===== config.mk =====
export PLATFORM = sky130hd
export DESIGN_NAME = keypad_scan
export DESIGN_NICKNAME = d
export VERILOG_FILES = /design/src/rtl/keypad_pkg.sv /design/src/rtl/sync_2ff.sv /design/src/rtl/keypad_scan.sv
export SDC_FILE = /design/constraint.sdc
export NUM_CORES = 1
export LEC_CHECK = 0
export ABC_AREA = 1
export BUFFER_PORTS_ARGS = -buffer_cell sky130_fd_sc_hd__buf_4
export CORE_MARGIN = 2
export CORE_UTILIZATION = 40
export DETAILED_ROUTE_END_ITERATION = 16
export GPL_ROUTABILITY_DRIVEN = 0
export HOLD_SLACK_MARGIN = 0.03
export PLACE_DENSITY = 0.54
export SYNTH_ARGS = -nofsm -noshare
export SYNTH_HDL_FRONTEND = slang
export SYNTH_SLANG_ARGS = --single-unit

===== constraint.sdc =====
create_clock -name clk -period 3.75 [get_ports clk]
set_clock_uncertainty 0.2 [all_clocks]
set_input_delay 0.75 -clock clk [delete_from_list [all_inputs] [get_ports clk]]
set_output_delay 0.75 -clock clk [all_outputs]
set_load 0.02 [all_outputs]

===== src/rtl/keypad_pkg.sv =====
// Shared types and helpers for the 4x4 keypad scanner.
package keypad_pkg;

    localparam int KEY_W = 4;

    typedef enum logic [1:0] {
        ST_IDLE,
        ST_PRESS_DB,
        ST_HELD,
        ST_RELEASE_DB
    } kp_state_e;

    typedef enum logic [1:0] {
        FR_NONE,
        FR_SINGLE,
        FR_MULTI
    } frame_res_e;

    function automatic logic [2:0] popcount4(input logic [3:0] v);
        return {2'b00, v[0]} + {2'b00, v[1]} + {2'b00, v[2]} + {2'b00, v[3]};
    endfunction

    // Index of the lowest set bit; only meaningful when exactly one bit is set.
    function automatic logic [1:0] low_index(input logic [3:0] v);
        logic [1:0] idx;
        idx = 2'd0;
        for (int i = 3; i >= 0; i--) begin
            if (v[i]) idx = 2'(i);
        end
        return idx;
    endfunction

endpackage


===== src/rtl/sync_2ff.sv =====
// Two-flop synchronizer for asynchronous multi-bit level inputs.
module sync_2ff #(
    parameter int WIDTH = 4
) (
    input  logic             clk,
    input  logic             rst,
    input  logic [WIDTH-1:0] d_i,
    output logic [WIDTH-1:0] q_o
);

    logic [WIDTH-1:0] meta_q;
    logic [WIDTH-1:0] sync_q;

    always_ff @(posedge clk or posedge rst) begin
        if (rst) begin
            meta_q <= '0;
            sync_q <= '0;
        end else begin
            meta_q <= d_i;
            sync_q <= meta_q;
        end
    end

    assign q_o = sync_q;

endmodule


===== src/rtl/keypad_scan.sv =====
// 4x4 matrix keypad scanner: row strobing, frame classification, press/release
// debouncing and a single-entry valid/ready event output with overrun flag.
module keypad_scan
    import keypad_pkg::*;
#(
    parameter int SCAN_TICKS      = 50_000,
    parameter int DEBOUNCE_FRAMES = 5
) (
    input  logic             clk,
    input  logic             rst,
    output logic [KEY_W-1:0] row,
    input  logic [KEY_W-1:0] col,
    output logic [KEY_W-1:0] key_code,
    output logic             key_valid,
    input  logic             key_ready,
    output logic             key_down,
    output logic             overrun
);

    localparam int TICK_W = $clog2(SCAN_TICKS);
    localparam int CNT_W  = $clog2(DEBOUNCE_FRAMES + 1);

    logic [KEY_W-1:0] col_s;

    sync_2ff #(.WIDTH(KEY_W)) u_sync (
        .clk (clk),
        .rst (rst),
        .d_i (col),
        .q_o (col_s)
    );

    // Scan timing: run_q holds row drive off until the first edge after reset.
    logic              run_q, run_d;
    logic [TICK_W-1:0] tick_q, tick_d;
    logic [1:0]        row_idx_q, row_idx_d;
    logic              sample, frame_end;

    assign sample    = run_q && (tick_q == TICK_W'(SCAN_TICKS - 1));
    assign frame_end = sample && (row_idx_q == 2'd3);

    always_comb begin
        run_d     = 1'b1;
        tick_d    = tick_q + TICK_W'(1);
        row_idx_d = row_idx_q;
        if (!run_q) begin
            tick_d    = '0;
            row_idx_d = 2'd0;
        end else if (sample) begin
            tick_d    = '0;
            row_idx_d = row_idx_q + 2'd1;
        end
    end

    // Frame accumulation; row 0 starts from an empty frame.
    logic             acc_any_q, acc_any_d;
    logic             acc_multi_q, acc_multi_d;
    logic [KEY_W-1:0] acc_code_q, acc_code_d;
    logic [3:0]       row_low;
    logic [2:0]       row_cnt;
    logic             base_any, base_multi, cur_any, cur_multi;
    logic [KEY_W-1:0] frame_code;
    frame_res_e       frame_res;

    always_comb begin
        row_low    = ~col_s;
        row_cnt    = popcount4(row_low);
        base_any   = (row_idx_q != 2'd0) && acc_any_q;
        base_multi = (row_idx_q != 2'd0) && acc_multi_q;
        cur_any    = base_any || (row_cnt != 3'd0);
        cur_multi  = base_multi || (row_cnt > 3'd1) || (base_any && (row_cnt != 3'd0));
        frame_code = base_any ? acc_code_q : {row_idx_q, low_index(row_low)};
        frame_res  = cur_multi ? FR_MULTI : (cur_any ? FR_SINGLE : FR_NONE);
        acc_any_d   = sample ? cur_any    : acc_any_q;
        acc_multi_d = sample ? cur_multi  : acc_multi_q;
        acc_code_d  = sample ? frame_code : acc_code_q;
    end

    kp_state_e        state_q, state_d;
    logic [CNT_W-1:0] cnt_q, cnt_d, cnt_inc;
    logic [KEY_W-1:0] cand_q, cand_d;
    logic             emit;

    always_comb begin
        state_d = state_q;
        cnt_d   = cnt_q;
        cand_d  = cand_q;
        emit    = 1'b0;
        cnt_inc = cnt_q + CNT_W'(1);
        if (frame_end) begin
            case (state_q)
                ST_IDLE: begin
                    if (frame_res == FR_SINGLE) begin
                        cand_d = frame_code;
                        cnt_d  = CNT_W'(1);
                        if (DEBOUNCE_FRAMES == 1) begin
                            state_d = ST_HELD;
                            emit    = 1'b1;
                        end else begin
                            state_d = ST_PRESS_DB;
                        end
                    end
                end
                ST_PRESS_DB: begin
                    if (frame_res == FR_SINGLE && frame_code == cand_q) begin
                        cnt_d = cnt_inc;
                        if (cnt_inc == CNT_W'(DEBOUNCE_FRAMES)) begin
                            state_d = ST_HELD;
                            emit    = 1'b1;
                        end
                    end else begin
                        state_d = ST_IDLE;
                    end
                end
                ST_HELD: begin
                    if (frame_res == FR_NONE) begin
                        cnt_d   = CNT_W'(1);
                        state_d = (DEBOUNCE_FRAMES == 1) ? ST_IDLE : ST_RELEASE_DB;
                    end
                end
                ST_RELEASE_DB: begin
                    if (frame_res == FR_NONE) begin
                        cnt_d = cnt_inc;
                        if (cnt_inc == CNT_W'(DEBOUNCE_FRAMES)) state_d = ST_IDLE;
                    end else begin
                        state_d = ST_HELD;
                    end
                end
                default: state_d = ST_IDLE;
            endcase
        end
    end

    // Output slot: a new event is dropped rather than overwriting an unconsumed one.
    logic             valid_q, valid_d;
    logic [KEY_W-1:0] code_q, code_d;
    logic             ovr_q, ovr_d;

    always_comb begin
        valid_d = valid_q;
        code_d  = code_q;
        ovr_d   = 1'b0;
        if (emit) begin
            if (!valid_q || key_ready) begin
                valid_d = 1'b1;
                code_d  = frame_code;
            end else begin
                ovr_d = 1'b1;
            end
        end else if (valid_q && key_ready) begin
            valid_d = 1'b0;
        end
    end

    always_ff @(posedge clk or posedge rst) begin
        if (rst) begin
            run_q       <= 1'b0;
            tick_q      <= '0;
            row_idx_q   <= 2'd0;
            acc_any_q   <= 1'b0;
            acc_multi_q <= 1'b0;
            acc_code_q  <= '0;
            state_q     <= ST_IDLE;
            cnt_q       <= '0;
            cand_q      <= '0;
            valid_q     <= 1'b0;
            code_q      <= '0;
            ovr_q       <= 1'b0;
        end else begin
            run_q       <= run_d;
            tick_q      <= tick_d;
            row_idx_q   <= row_idx_d;
            acc_any_q   <= acc_any_d;
            acc_multi_q <= acc_multi_d;
            acc_code_q  <= acc_code_d;
            state_q     <= state_d;
            cnt_q       <= cnt_d;
            cand_q      <= cand_d;
            valid_q     <= valid_d;
            code_q      <= code_d;
            ovr_q       <= ovr_d;
        end
    end

    assign row       = run_q ? ~(4'b0001 << row_idx_q) : 4'b1111;
    assign key_code  = code_q;
    assign key_valid = valid_q;
    assign overrun   = ovr_q;
    assign key_down  = (state_q == ST_HELD) || (state_q == ST_RELEASE_DB);

endmodule

==> flow_metrics.tcl <==
set metrics [dict create \
    status "finished clean" \
    start_util_pct 40.78 \
    core_area_um2 6241 \
    rr_startpoint "u_sync.q_o[0]" \
    path_common_cell "nand2_1" \
    hp-start "u_sync.meta_q[2]" \
    wl_per_cell_um 11.42 \
    pwr-share-clk_pct 39.5 \
    fp-row-count 29 \
    detailed_place_hpwl_mm 3.482 \
    cts_tree "done" \
    grt_pass1_wl_mm 8.763 \
    path_class "flip-flop to flip-flop" \
    combPwrFrac_pct 6.2 \
    h-tree-depth 2 \
    grt_pass1_vias 1950 \
    die_w_um 83.77 \
    ioPinCount 18 \
    synth-edff-count 0 \
    postRouteAntennaNets 0 \
    pwr-share-seq_pct 54.3 \
    setup_viol_count_final 0 \
    drtPass1Iterations 4 \
    die_height_um 83.77 \
    crit_chain "fa_1, inv_1, ha_1, inv_1, ha_1, inv_1, nand3_1, nor2_1, nand2_1, inv_1, nand3_1, nand2_1, nand2_1, nand2_1, nand2_1, nand2_1, inv_1" \
    hold_class "flip-flop to flip-flop" \
    cts_hold_buf 0 \
    p_int_mw 0.7457 \
    synth.yosys.seq_area_share_pct 47.20 \
    cts_resized 0 \
    post_cts.repair.setup_buffers 0 \
    clk_path_buf_depth 2 \
    p_leak_nw 1.481 \
    maxSlewViolCount 0 \
    overflow 0 \
    diodes 0 \
    netSwitchingPower_mw 0.2329 \
    ys.flop_type "dfrtp_1" \
    rsz0062_at_grt "false" \
    synth_cell_types 33 \
    crit_start "u_sync.q_o[0]" \
    drt-total-wl_mm 4.658 \
    nets 348 \
    root_buffer "clkbuf_8" \
    io_buffer_count 17 \
    post-route-period-util_pct 76.70 \
    die-area_um2 7017 \
    crit_path_max_incr_delay_ps 540 \
    drive_gt1_share_pct 18.13 \
    syn-cell-area_um2 2545 \
    vdd_drop_max_uv 192.1 \
    track_usage_pct 15.32 \
    numCtsBuffers 5 \
    synthArstFlopShare_pct 100.0 \
    worstPathRequired_ps 3760 \
    switching_share_pct 23.80 \
    ys_ff_latch 48 \
    grt_max_degree 49 \
    tns_ps 0 \
    synthCells 307 \
    worst_slew_pin_slew_ps 985.3 \
    antenna_found_initial 0 \
    period_needed_ps 2876 \
    vias 1897 \
    arrival_ps 2880 \
    slew_headroom_pct 34.22 \
    via_per_inst 4.650 \
    yosysMostFrequentCell "nand2_1" \
    clock_latency_ps 300 \
    synth.area.top_cells "dfrtp_1 47%, nand2_1 12%, inv_1 7.5%, ha_1 4.9%, nor2_1 3.2%" \
    drt-initial-drc-count 122 \
    startpoint_type "flip-flop" \
    syn_to_final_growth_pct 13.18 \
    final_core_utilization_pct 46.15 \
    synth.net_count 325 \
    max_freq_mhz 347.7 \
    worst_path_max_delay_cell "fa_1" \
    syn_avg_cell_area_um2 8.290 \
    drc 0 \
    yosys.area.top_type "dfrtp_1" \
    cp-end-kind "flip-flop" \
    synth_top_area_share_pct 47.20 \
    cap_viol_max_count 0 \
    cts_sinks 48 \
    synth_warnings 0 \
    final-hold-violation-count 0 \
    clk_pin_slew_ps 90 \
    crit_fanout 3 \
    power_density_nw_per_um2 339.8 \
    ys_top_cells_by_count "82 x nand2_1, 51 x inv_1, 48 x dfrtp_1" \
]
## through the flow
step	instance area, um2	hold WS [ps]	setup WS (ps)	instances	power, mW
after floorplan	2545	131.2	1098	307	0.5863
after global placement	2765	132.0	961.4	400	0.6033
after detailed placement	2765	135.6	879.9	400	0.6048
after CTS	2880	158.4	869.8	408	1.000
after global routing	2880	167.8	570.8	408	1.035
final	2880	154.6	873.9	408	0.9786
## power groups by stage
| stage | Clock [mW] | Sequential, mW | Combinational, mW |
|---|---|---|---|
| global route | 0.429 | 0.533 | 0.0734 |
| detailed placement | 0 | 0.542 | 0.0632 |
| global placement | 0 | 0.541 | 0.0623 |
| floorplan | 0 | 0.540 | 0.0464 |
| CTS | 0.405 | 0.531 | 0.0634 |
| finish | 0.386 | 0.531 | 0.0610 |
## layer usage
metal | track usage [%] | vias up | share of wire, % | routed length, um
met5 | 0 | - | 0 | 0
met4 | 3.959 | 0 | 1.1 | 50
met3 | 2.967 | 7 | 3.6 | 166
met2 | 26.11 | 32 | 46 | 2160
met1 | 20.03 | 853 | 49 | 2281
li1 | - | 1005 | - | -
## placed cells by master (no fill, tap or decap), types with 2 or more instances in the layout
| cell | instances |
|---|---|
| nand2_2 | 6 |
| a31oi_1 | 2 |
| inv_2 | 6 |
| a21oi_1 | 11 |
| nor2_1 | 22 |
| nor3_2 | 3 |
| buf_4 | 17 |
| dfrtp_1 | 48 |
| clkbuf_8 | 5 |
| inv_1 | 50 |
| nand4_2 | 3 |
| nand3_4 | 2 |
| nor3_1 | 3 |
| ha_1 | 10 |
| o21ai_1 | 7 |
| nor2_2 | 3 |
| nor2_4 | 6 |
| nand2_1 | 82 |
| nand3_1 | 15 |
| o21ai_0 | 13 |
## area by class of cell
| cell class | instances | area [um2] |
|---|---|---|
| Inverter | 57 | 215.2 |
| Timing Repair Buffer | 17 | 127.6 |
| Multi-Input combinational cell | 201 | 1125 |
| Tap cell | 77 | 96.34 |
| Sequential cell | 48 | 1201 |
| Clock inverter | 3 | 46.29 |
| Clock buffer | 5 | 68.82 |
| Fill cell | 628 | 3361 |
## worst paths after layout
| kind | to | slack, ps | depth (start not counted) |
|---|---|---|---|
| max in group asynchronous | acc_any_q | 2260 | 2 |
| setup / recovery | state_q[1] | 870 | 17 |
| hold / removal | u_sync.q_o[2] | 150 | 0 |
| hold reg to reg | u_sync.q_o[2] | 150 | 0 |
| min in group asynchronous | tick_q[8] | 480 | 2 |
| setup reg to reg | state_q[1] | 870 | 17 |
## registers in the layout, summed over array words and instances, names as in the netlist
signal         cells
tick_q            16
acc_code_q         4
cand_q             4
key_code           4
u_sync.meta_q      4
u_sync.q_o         4
cnt_q              3
row_idx_q          2
state_q            2
acc_any_q          1
acc_multi_q        1
key_valid          1
overrun            1
run_q              1
## critical path, delay by kind of cell (launching register included)
family / cells / cell delay, ps
adder cells (fa/ha/maj): 3 / 930
buffers and inverters: 5 / 300
flip-flops: 1 / 430
AND/OR/NAND/NOR: 9 / 910
## kinds of logic (layout without fill, tap and decap cells)
kind of cell	Yosys count	after routing	synth area share, %
adder cells (fa/ha/maj)	11	11	5.703
AND/OR/NAND/NOR	149	149	29.11
buffers and inverters	58	82	8.603
XOR/XNOR	1	1	0.3442
AO/OA/AOI/OAI	38	38	8.309
flip-flops	48	48	47.20
other	1	1	0.1474
multiplexers	1	1	0.5898
No activity file was read; power rests on OpenSTA's default activity.
